### config.mk
export PLATFORM = sky130hd
export DESIGN_NAME = wb_stage
export DESIGN_NICKNAME = d
export VERILOG_FILES = /design/src/rtl/wb_stage.sv
export SDC_FILE = /design/constraint.sdc
export NUM_CORES = 1
export LEC_CHECK = 0
export ABC_CLOCK_PERIOD_IN_PS = 11200
export BUFFER_PORTS_ARGS = -buffer_cell sky130_fd_sc_hd__buf_2
export CORE_MARGIN = 10
export CORE_UTILIZATION = 40
export DETAILED_ROUTE_END_ITERATION = 8
export PLACE_DENSITY = 0.72
export SKIP_CTS_REPAIR_TIMING = 1
export SYNTH_ARGS = -nofsm -noshare
export SYNTH_HDL_FRONTEND = slang
export SYNTH_HIERARCHICAL = 1
export SYNTH_SLANG_ARGS = --single-unit
### constraint.sdc
create_clock -name clk -period 11.2 [get_ports clk]
set_input_delay 0.56 -clock clk [delete_from_list [all_inputs] [get_ports clk]]
set_output_delay 0.56 -clock clk [all_outputs]
set_load 0.005 [all_outputs]
### src/rtl/wb_stage.sv
// wb_stage: writeback stage feeding the windowed SPARC register file; FIFO-buffers execute
// results, gives load returns priority, and checks SAVE/RESTORE against WIM.
// Latency: one cycle from issue selection to the registered register-file controls.
// Backpressure: ex_ready low when the result FIFO is full or a trap is pending; loads are never stalled.
//
// Optional feature macro: WB_DBL_ALIGN_CHECK_EN
//   defined   - a double write with odd rd raises trap_illegal instead of writing
//   undefined - rd[0] of a double write is silently cleared; trap_illegal is tied low
//
// Ports:
//   clk, reset                  clock, synchronous active-high reset
//   ex_*                        execute result (valid/ready) pushed into the FIFO
//   ld_*                        load return, issued the cycle it arrives
//   cwp_out, wim_out            current window pointer and window invalid mask from the register file
//   reg_write_en .. cwp_dec     registered single-cycle controls to the register file
//   data, wr_reg, icc_in        registered payload, held between writes
//   trap_wof/wuf/illegal        held trap flags, cleared by trap_ack
//   busy                        FIFO non-empty or not in RUN

// wb_stage_fifo: small synchronous FIFO with flush, head visible combinationally.
// Latency: a pushed entry is visible at the head the cycle after the push.
// Backpressure: caller must not push when full or pop when empty; flush wins over push/pop.
module wb_stage_fifo #(
  parameter int WIDTH = 8,
  parameter int DEPTH = 2
) (
  input  logic             clk,
  input  logic             reset,
  input  logic             flush,
  input  logic             push_vld,
  input  logic [WIDTH-1:0] push_dat,
  input  logic             pop,
  output logic [WIDTH-1:0] head_dat,
  output logic             full,
  output logic             empty
);
  localparam int AW = $clog2(DEPTH);

  logic [WIDTH-1:0] mem_q [DEPTH];
  logic [WIDTH-1:0] mem_d [DEPTH];
  logic [AW-1:0]    wptr_q, wptr_d;
  logic [AW-1:0]    rptr_q, rptr_d;
  logic [AW:0]      count_q, count_d;

  assign head_dat = mem_q[rptr_q];
  assign full     = (count_q == (AW+1)'(DEPTH));
  assign empty    = (count_q == '0);

  always_comb begin
    mem_d   = mem_q;
    wptr_d  = wptr_q;
    rptr_d  = rptr_q;
    count_d = count_q;
    if (flush) begin
      wptr_d  = '0;
      rptr_d  = '0;
      count_d = '0;
    end else begin
      if (push_vld) begin
        mem_d[wptr_q] = push_dat;
        wptr_d        = wptr_q + 1'b1;
      end
      if (pop) begin
        rptr_d = rptr_q + 1'b1;
      end
      count_d = count_q + {{AW{1'b0}}, push_vld} - {{AW{1'b0}}, pop};
    end
  end

  always_ff @(posedge clk) begin
    mem_q <= mem_d;
    if (reset) begin
      wptr_q  <= '0;
      rptr_q  <= '0;
      count_q <= '0;
    end else begin
      wptr_q  <= wptr_d;
      rptr_q  <= rptr_d;
      count_q <= count_d;
    end
  end
endmodule

module wb_stage #(
  parameter int FIFO_DEPTH = 2,
  parameter int NWINDOWS   = 32
) (
  input  logic        clk,
  input  logic        reset,
  input  logic        ex_valid,
  output logic        ex_ready,
  input  logic [4:0]  ex_rd,
  input  logic [63:0] ex_data,
  input  logic        ex_wr_en,
  input  logic        ex_double,
  input  logic [3:0]  ex_icc,
  input  logic        ex_icc_en,
  input  logic        ex_y_en,
  input  logic        ex_save,
  input  logic        ex_restore,
  input  logic        ld_valid,
  input  logic [4:0]  ld_rd,
  input  logic [63:0] ld_data,
  input  logic        ld_double,
  input  logic [4:0]  cwp_out,
  input  logic [31:0] wim_out,
  output logic        reg_write_en,
  output logic [63:0] data,
  output logic [4:0]  wr_reg,
  output logic        reg_writeDouble_en,
  output logic [3:0]  icc_in,
  output logic        icc_en,
  output logic        Y_en,
  output logic        cwp_inc,
  output logic        cwp_dec,
  output logic        trap_wof,
  output logic        trap_wuf,
  output logic        trap_illegal,
  input  logic        trap_ack,
  output logic        busy
);
  typedef struct packed {
    logic [4:0]  rd;
    logic [63:0] data;
    logic        wr_en;
    logic        dbl;
    logic [3:0]  icc;
    logic        icc_en;
    logic        y_en;
    logic        save;
    logic        restore;
  } ex_entry_t;

  typedef enum logic [1:0] {ST_RUN, ST_SETTLE, ST_TRAP} state_e;

  state_e      state_q, state_d;
  ex_entry_t   push_entry, head;
  logic        fifo_full, fifo_empty, fifo_pop, fifo_flush, fifo_push;
  logic        new_trap;
  logic        ld_misalign, head_misalign;
  logic [4:0]  nw_save, nw_restore;

  logic        reg_write_en_q, reg_write_en_d;
  logic [63:0] data_q, data_d;
  logic [4:0]  wr_reg_q, wr_reg_d;
  logic        wr_dbl_q, wr_dbl_d;
  logic [3:0]  icc_in_q, icc_in_d;
  logic        icc_en_q, icc_en_d;
  logic        y_en_q, y_en_d;
  logic        cwp_inc_q, cwp_inc_d;
  logic        cwp_dec_q, cwp_dec_d;
  logic        wof_q, wof_d;
  logic        wuf_q, wuf_d;
  logic        ill_q, ill_d;

  function automatic logic [4:0] align_rd(input logic dbl, input logic [4:0] rd);
    align_rd = dbl ? {rd[4:1], 1'b0} : rd;
  endfunction

  assign push_entry = '{rd: ex_rd, data: ex_data, wr_en: ex_wr_en, dbl: ex_double,
                        icc: ex_icc, icc_en: ex_icc_en, y_en: ex_y_en,
                        save: ex_save, restore: ex_restore};

  assign ex_ready  = !fifo_full && (state_q != ST_TRAP);
  assign fifo_push = ex_valid && ex_ready;
  assign busy      = !fifo_empty || (state_q != ST_RUN);

  wb_stage_fifo #(
    .WIDTH ($bits(ex_entry_t)),
    .DEPTH (FIFO_DEPTH)
  ) u_fifo (
    .clk      (clk),
    .reset    (reset),
    .flush    (fifo_flush),
    .push_vld (fifo_push),
    .push_dat (push_entry),
    .pop      (fifo_pop),
    .head_dat (head),
    .full     (fifo_full),
    .empty    (fifo_empty)
  );

  // Target window of the head instruction, modulo NWINDOWS so CWP 0 SAVE hits the top window.
  assign nw_save    = 5'((int'(cwp_out) + NWINDOWS - 1) % NWINDOWS);
  assign nw_restore = 5'((int'(cwp_out) + 1) % NWINDOWS);

`ifdef WB_DBL_ALIGN_CHECK_EN
  assign ld_misalign   = ld_double & ld_rd[0];
  assign head_misalign = head.dbl & head.rd[0];
`else
  assign ld_misalign   = 1'b0;
  assign head_misalign = 1'b0;
`endif

  always_comb begin
    state_d        = state_q;
    reg_write_en_d = 1'b0;
    wr_dbl_d       = 1'b0;
    icc_en_d       = 1'b0;
    y_en_d         = 1'b0;
    cwp_inc_d      = 1'b0;
    cwp_dec_d      = 1'b0;
    data_d         = data_q;
    wr_reg_d       = wr_reg_q;
    icc_in_d       = icc_in_q;
    wof_d          = wof_q;
    wuf_d          = wuf_q;
    ill_d          = ill_q;
    fifo_pop       = 1'b0;
    fifo_flush     = 1'b0;
    new_trap       = 1'b0;

    if (state_q == ST_TRAP && trap_ack) begin
      wof_d   = 1'b0;
      wuf_d   = 1'b0;
      ill_d   = 1'b0;
      state_d = ST_RUN;
    end else if (state_q == ST_SETTLE) begin
      state_d = ST_RUN;
    end

    // Loads always win the write port, in every state; the FIFO only pops in RUN.
    if (ld_valid) begin
      if (ld_misalign) begin
        ill_d    = 1'b1;
        new_trap = 1'b1;
      end else begin
        reg_write_en_d = 1'b1;
        wr_reg_d       = align_rd(ld_double, ld_rd);
        wr_dbl_d       = ld_double;
        data_d         = ld_data;
      end
    end else if (state_q == ST_RUN && !fifo_empty) begin
      fifo_pop = 1'b1;
      if (head_misalign) begin
        ill_d    = 1'b1;
        new_trap = 1'b1;
      end else if (head.save && wim_out[nw_save]) begin
        wof_d    = 1'b1;
        new_trap = 1'b1;
      end else if (head.restore && wim_out[nw_restore]) begin
        wuf_d    = 1'b1;
        new_trap = 1'b1;
      end else begin
        reg_write_en_d = head.wr_en;
        wr_dbl_d       = head.wr_en & head.dbl;
        wr_reg_d       = align_rd(head.dbl, head.rd);
        data_d         = head.data;
        icc_in_d       = head.icc;
        icc_en_d       = head.icc_en;
        y_en_d         = head.y_en;
        cwp_dec_d      = head.save;
        cwp_inc_d      = head.restore;
        // Hold off the next pop one cycle so its window check sees the new cwp_out.
        if (head.save || head.restore) begin
          state_d = ST_SETTLE;
        end
      end
    end

    // A trap squashes everything younger, including a result pushed this same cycle.
    if (new_trap) begin
      fifo_flush = 1'b1;
      state_d    = ST_TRAP;
    end
  end

  always_ff @(posedge clk) begin
    if (reset) begin
      state_q        <= ST_RUN;
      reg_write_en_q <= 1'b0;
      data_q         <= '0;
      wr_reg_q       <= '0;
      wr_dbl_q       <= 1'b0;
      icc_in_q       <= '0;
      icc_en_q       <= 1'b0;
      y_en_q         <= 1'b0;
      cwp_inc_q      <= 1'b0;
      cwp_dec_q      <= 1'b0;
      wof_q          <= 1'b0;
      wuf_q          <= 1'b0;
      ill_q          <= 1'b0;
    end else begin
      state_q        <= state_d;
      reg_write_en_q <= reg_write_en_d;
      data_q         <= data_d;
      wr_reg_q       <= wr_reg_d;
      wr_dbl_q       <= wr_dbl_d;
      icc_in_q       <= icc_in_d;
      icc_en_q       <= icc_en_d;
      y_en_q         <= y_en_d;
      cwp_inc_q      <= cwp_inc_d;
      cwp_dec_q      <= cwp_dec_d;
      wof_q          <= wof_d;
      wuf_q          <= wuf_d;
      ill_q          <= ill_d;
    end
  end

  assign reg_write_en       = reg_write_en_q;
  assign data               = data_q;
  assign wr_reg             = wr_reg_q;
  assign reg_writeDouble_en = wr_dbl_q;
  assign icc_in             = icc_in_q;
  assign icc_en             = icc_en_q;
  assign Y_en               = y_en_q;
  assign cwp_inc            = cwp_inc_q;
  assign cwp_dec            = cwp_dec_q;
  assign trap_wof           = wof_q;
  assign trap_wuf           = wuf_q;
`ifdef WB_DBL_ALIGN_CHECK_EN
  assign trap_illegal       = ill_q;
`else
  assign trap_illegal       = 1'b0;
`endif
endmodule

=== Word level (Yosys, flattened, before mapping) ===
Cells that the tools add are included.

* Add/sub/neg operators: 7
* Multiply operators: 0
* Div/mod/pow operators: 0
* Magnitude comparators: 5
* Eq/ne operators: 6
* Shifts and indexed selects: 0
* Mux-type cells: 52
* Bitwise operators: 8
* Reduce and logical (&&, ||, !) cells: 21

{| class="wikitable"
|+ Operator list
! operator !! number
|-
| $mux 79 || 4
|-
| $mux 64 || 4
|-
| $bwmux 158 || 1
|-
| $demux 79 s1 || 1
|-
| $mux 1 || 28
|-
| $mux 5 || 4
|-
| $mux 2 || 8
|-
| $lt 5x6->1 const B || 2
|-
| $add 5x1->5 const B || 2
|-
| $bmux 1 s5 || 2
|-
| $logic_and 1x1->1 || 7
|-
| $ne 2x2->1 const B || 3
|-
| $not 1->1 || 5
|-
| $reduce_or 5->1 || 1
|-
| $sub 5x1->5 const B || 1
|-
| $eq 2x2->1 const B || 2
|-
| $ge 2x2->1 const B || 2
|-
| $logic_not 2->1 || 2
|-
| $not 1->2 || 2
|-
| $reduce_and 4->1 || 1
|-
| $reduce_bool 2->1 || 2
|-
| $reduce_or 2->1 || 2
|-
| $reduce_and 3->1 || 1
|-
| $add 1x1->1 const B || 2
|-
| other kinds (8) || 10
|}

* Bits in registers: 245
* Latch bits: 0
* RAM bits: 0
* ROM bits: 0
* Input bits: 191
* Output and inout port bits: 84
* Logic and storage cells: 117
* Memories kept: 0

=== Longest topological paths before layout ===
* Word-level depth: 12
* Gate-level depth with buffers: 14
* Mapped depth without buffers: 9

=== By module ===
The synthesis kept the hierarchy.

{| class="wikitable"
|+ By module, submodules not included
! module !! instances !! cells an instance !! area each (sq um) !! seq. area each (sq um)
|-
| wb_stage_fifo || 1 || 265 || 5,979.5 || 4,824.6
|-
| wb_stage || 1 || 546 || 5,451.5 || 1,661.6
|}

=== Worst setup path before layout ===
No wires, ideal clock.

* Path type: input -> register
* Start point: in cwp_out[0]
* End point: reg u_fifo/mem_q[100] in the netlist's numbering (enable)
* Library setup time: 0.630 ns
* Arrival: 8.412 ns
* Data required time: 10.570 ns
* Slack: 2.158 ns
* Cell stages on the path: 13
* Path buffers: 5
* Cell sequence: buf_4 -> buf_6 -> inv_1 -> ha_1 -> buf_1 -> buf_2 -> mux4_2 -> mux2i_1 -> nand3_1 -> nand4_1 -> buf_2 -> a21boi_2 -> nor3b_1

* Longest elaborated chain between the ends: 11
* Elaborated cells between the ends (all ways): 16
* Those cells by class: add/sub (3); mux (9); bitwise (1); reduce/logical (3)

{| class="wikitable"
|+ RTL lines
! item !! RTL line !! source
|-
| start: declaration || 105 || <nowiki>input logic [4:0] cwp_out,</nowiki>
|-
| $add 5x1->5, on equally long branches || 184, 185 ||
|-
| $sub 5x1->5 / $bmux 1 s5 (equally long branches) || 184, 241 ||
|-
| $bmux 1 s5 / $mux 1 (equally long branches) || 238, 241 ||
|-
| $mux 1 (not written as such) / $logic_and 1x1->1 (equally long branches) || 238, 241 ||
|-
| $logic_and 1x1->1 / $mux 1 (equally long branches) || 238, 241 ||
|-
| $mux 1 * || 238 || <nowiki>end else if (head.save && wim_out[nw_save]) begin</nowiki>
|-
| $mux 1 * || 233 || <nowiki>end else if (state_q == ST_RUN && !fifo_empty) begin</nowiki>
|-
| $mux 1 * || 223 || <nowiki>if (ld_valid) begin</nowiki>
|-
| $mux 1 * || 262 || <nowiki>if (new_trap) begin</nowiki>
|-
| via fifo_flush || 138 || <nowiki>logic fifo_full, fifo_empty, fifo_pop, fifo_flush, fifo_push;</nowiki>
|-
| $not 1->1 (no source line) * || n/a ||
|-
| $reduce_and 2->1 (no source line) * || n/a ||
|-
| end signal: assignment || 71 || <nowiki>mem_q <= mem_d;</nowiki>
|-
| end: declaration || 39 || <nowiki>logic [WIDTH-1:0] mem_q [DEPTH];</nowiki>
|}

Mark *: on every way through the listed nets, which the timed path passes. The rest lies on a longest branch. The select of a mux whose other input is x is not followed.
A chain may end at the register's enable or synchronous reset.

=== Worst setup path after layout ===
* Start point: in cwp_out[0]
* End point: reg u_fifo/mem_q[1] in the netlist's numbering (enable)

The elaborated chain is that of the path after synthesis.

==> out/summary.txt <==
CP Capture Type: flop
first-pass GRT wire length: 47.24 mm
GRT Residual Overflow: 0
RSZ-0062 raised after global routing: no
total track usage: 16.25%
post-route setup TNS: 0 ns
met3 usage: 4.833%
largest stage delay on the critical path: 0.73 ns
Vias: 7,917
number of max-cap violations: 0
CP arrival: 4.41 ns
critical path class: input pin to flop
Final Power: 3.177 mW
dpl ws: 6.370 ns
Worst path top cell family by delay: buffers and inverters
slowest stage cell, crit path: and3b_4
vias in the first global route: 8,254
commonest non-fill, non-tap cell in the layout: buf_2
core region area: 28,010 um^2
Layout Nets: 1,247
Final Max Tran Viols: 0
worst path cell trace: buf_2 -> inv_1 -> ha_1 -> mux4_2 -> and2b_1 -> a221oi_1 -> or4_2 -> a21boi_2 -> and3b_4 -> buf_4
vias per std cell: 5.434
post-route antenna net violation count: 0
Slew HR: 29.05%
max FFs per register: 158
buffers plus inverters on the worst setup path: 3
Root Driver: clkbuf_16
Pwr Density: 228.2 nW/um^2
P&R area growth vs syn: 21.78%
Reg2Reg Setup Slack: 7.90 ns
clock buffer depth: 3
CTS tree: done
Async S/R FF share, synth: 0%
Leakage: 5.496 nW
Initial Util: 40.81%
share of layout cells above drive strength 1: 46.23%
maximum fanout along the worst path: 47
die footprint: 35,740 um^2
CP Data Required Time: 11.36 ns
IR drop worst, VDD: 0.1259 mV
global placer's final weighted congestion: 0.8717
Detailed Route Iter0 Violations: 480
Non-Filler Instances: 1,457
synthesized instance count: 811
Synthesized Nets: 1,006
Detail Placement HPWL: 20.63 mm
Final setup viols: 0
FMAX: 0.2354 GHz
Worst-path clk slew: 0.06 ns
most frequent cells in the layout: 271 x buf_2, 158 x edfxtp_1, 130 x mux2_2, 86 x dfxtp_1, 77 x mux2i_1
TritonCTS Sinks: 245
GR Util met1: 20.88%
Final min period: 4.248 ns
# DRC: 0
GRT Max-Usage Layer: met2
clk_lat worst skew: 0.53 ns
Post-Route WL: 30.68 mm
initial antenna violation count: 3
setup ws final: 6.952 ns
final hold vios: 0
Seq/Total Area, Yosys: 56.74%
synth warn: 6
EDFF count, synth: 158
main flop type after synthesis: edfxtp_1
syn avg cell area: 14.09 um^2
Port Buffer Count: 273
count of state elements after synthesis: 245
die height: 189.1 um
CP startpoint kind: input pin
largest net degree at the start of global routing: 74
num ports: 275
Cells after DPL: 1,401
die width: 189.1 um
H-tree levels: 1
GR Util met2: 26.48%
worst-margin pin slew: 1.064 ns
Netlist Area Pre-Place: 11,430 um^2
status: complete, no violations
worst hold path type: input pin to flop
drt pass-1 iters: 6
num rows: 61
unique cell type count in the Yosys netlist: 54
period utilization: 37.93%
CTS Buf Count: 27
clk_skew: 0.01195 ns
drt wl/cell: 21.06 um
## routing by layer
layer  share of wire [%]  up-vias
li1                    -     3692
met2                  46      300
met5               0.023        -
met4                 1.9        2
met1                  43     3883
met3                 8.6       40
## report_power, final
group	total [mW]	internal [mW]	switching, mW	leakage (nW)
combinational	1.00	0.419	0.585	2.86
sequential	1.28	1.20	0.0753	2.19
clock	0.895	0.536	0.359	0.451
## logic make-up after synthesis
family	share of synthesized area (%)
xor gates and xnor gates	0.8757
adders and majority gates	0.4378
AOI/OAI and AO/OA	9.577
and+or+nand+nor	3.645
DFF	56.74
muxes	24.74
other	0.03281
buffers and inverters	3.951
## layout make-up
class | count | area, um^2
Fill cell | 2427 | 14090
Sequential cell | 245 | 6490
Multi-Input combinational cell | 482 | 4514
Timing Repair Buffer | 286 | 1473
Clock buffer | 37 | 818.3
Tap cell | 378 | 473.0
Clock inverter | 13 | 100.1
Inverter | 10 | 37.54
Antenna cell | 6 | 15.01
## cell usage after synthesis, types with 7 or more instances
master / n / share of area (%)
mux4_2: 15 / 3.0
a31oi_1: 69 / 3.8
dfxtp_1: 87 / 15
nand2_1: 9 / 0.30
edfxtp_1: 158 / 42
mux2i_1: 77 / 6.7
nor3b_1: 7 / 0.46
nor2_1: 8 / 0.26
mux2_1: 7 / 0.69
mux2_4: 10 / 1.3
buf_6: 12 / 1.2
a211oi_1: 69 / 4.5
clkbuf_1: 36 / 1.2
nand2b_1: 9 / 0.49
inv_1: 10 / 0.33
buf_2: 19 / 0.83
nand3_1: 11 / 0.48
mux2_2: 130 / 13
## metrics by stage
| stage | area, um^2 | util (%) | hold WS, ns |
|---|---|---|---|
| 3_5_place_dp | 12990 | 46.37 | 0.4690 |
| 2_1_floorplan | 11430 | - | 0.4653 |
| 4_1_cts | 13910 | 49.64 | 0.1913 |
| 6_report | 13920 | 49.70 | 0.2218 |
| 5_1_grt | 13910 | 49.65 | 0.2046 |
| 3_3_place_gp | 12990 | 46.37 | 0.4578 |
## final timing paths
check | startpoint | depth (start not counted) | end
max | cwp_out[0] | 10 | u_fifo/mem_q[1]
min | ex_data[44] | 1 | u_fifo/mem_q[133]
max reg2reg | u_fifo/rptr_q | 7 | u_fifo/mem_q[1]
min reg2reg | icc_in[0] | 2 | icc_in[0]
## worst register-to-register path, cell delays in order (launching register included)
cell,delay (ns)
dfxtp_4,0.45
mux2_4,0.24
nand3_1,0.11
and3_1,0.21
or4_2,0.69
a21boi_2,0.37
and3b_4,0.44
buf_4,0.40
(Power assumes the default switching activity.)
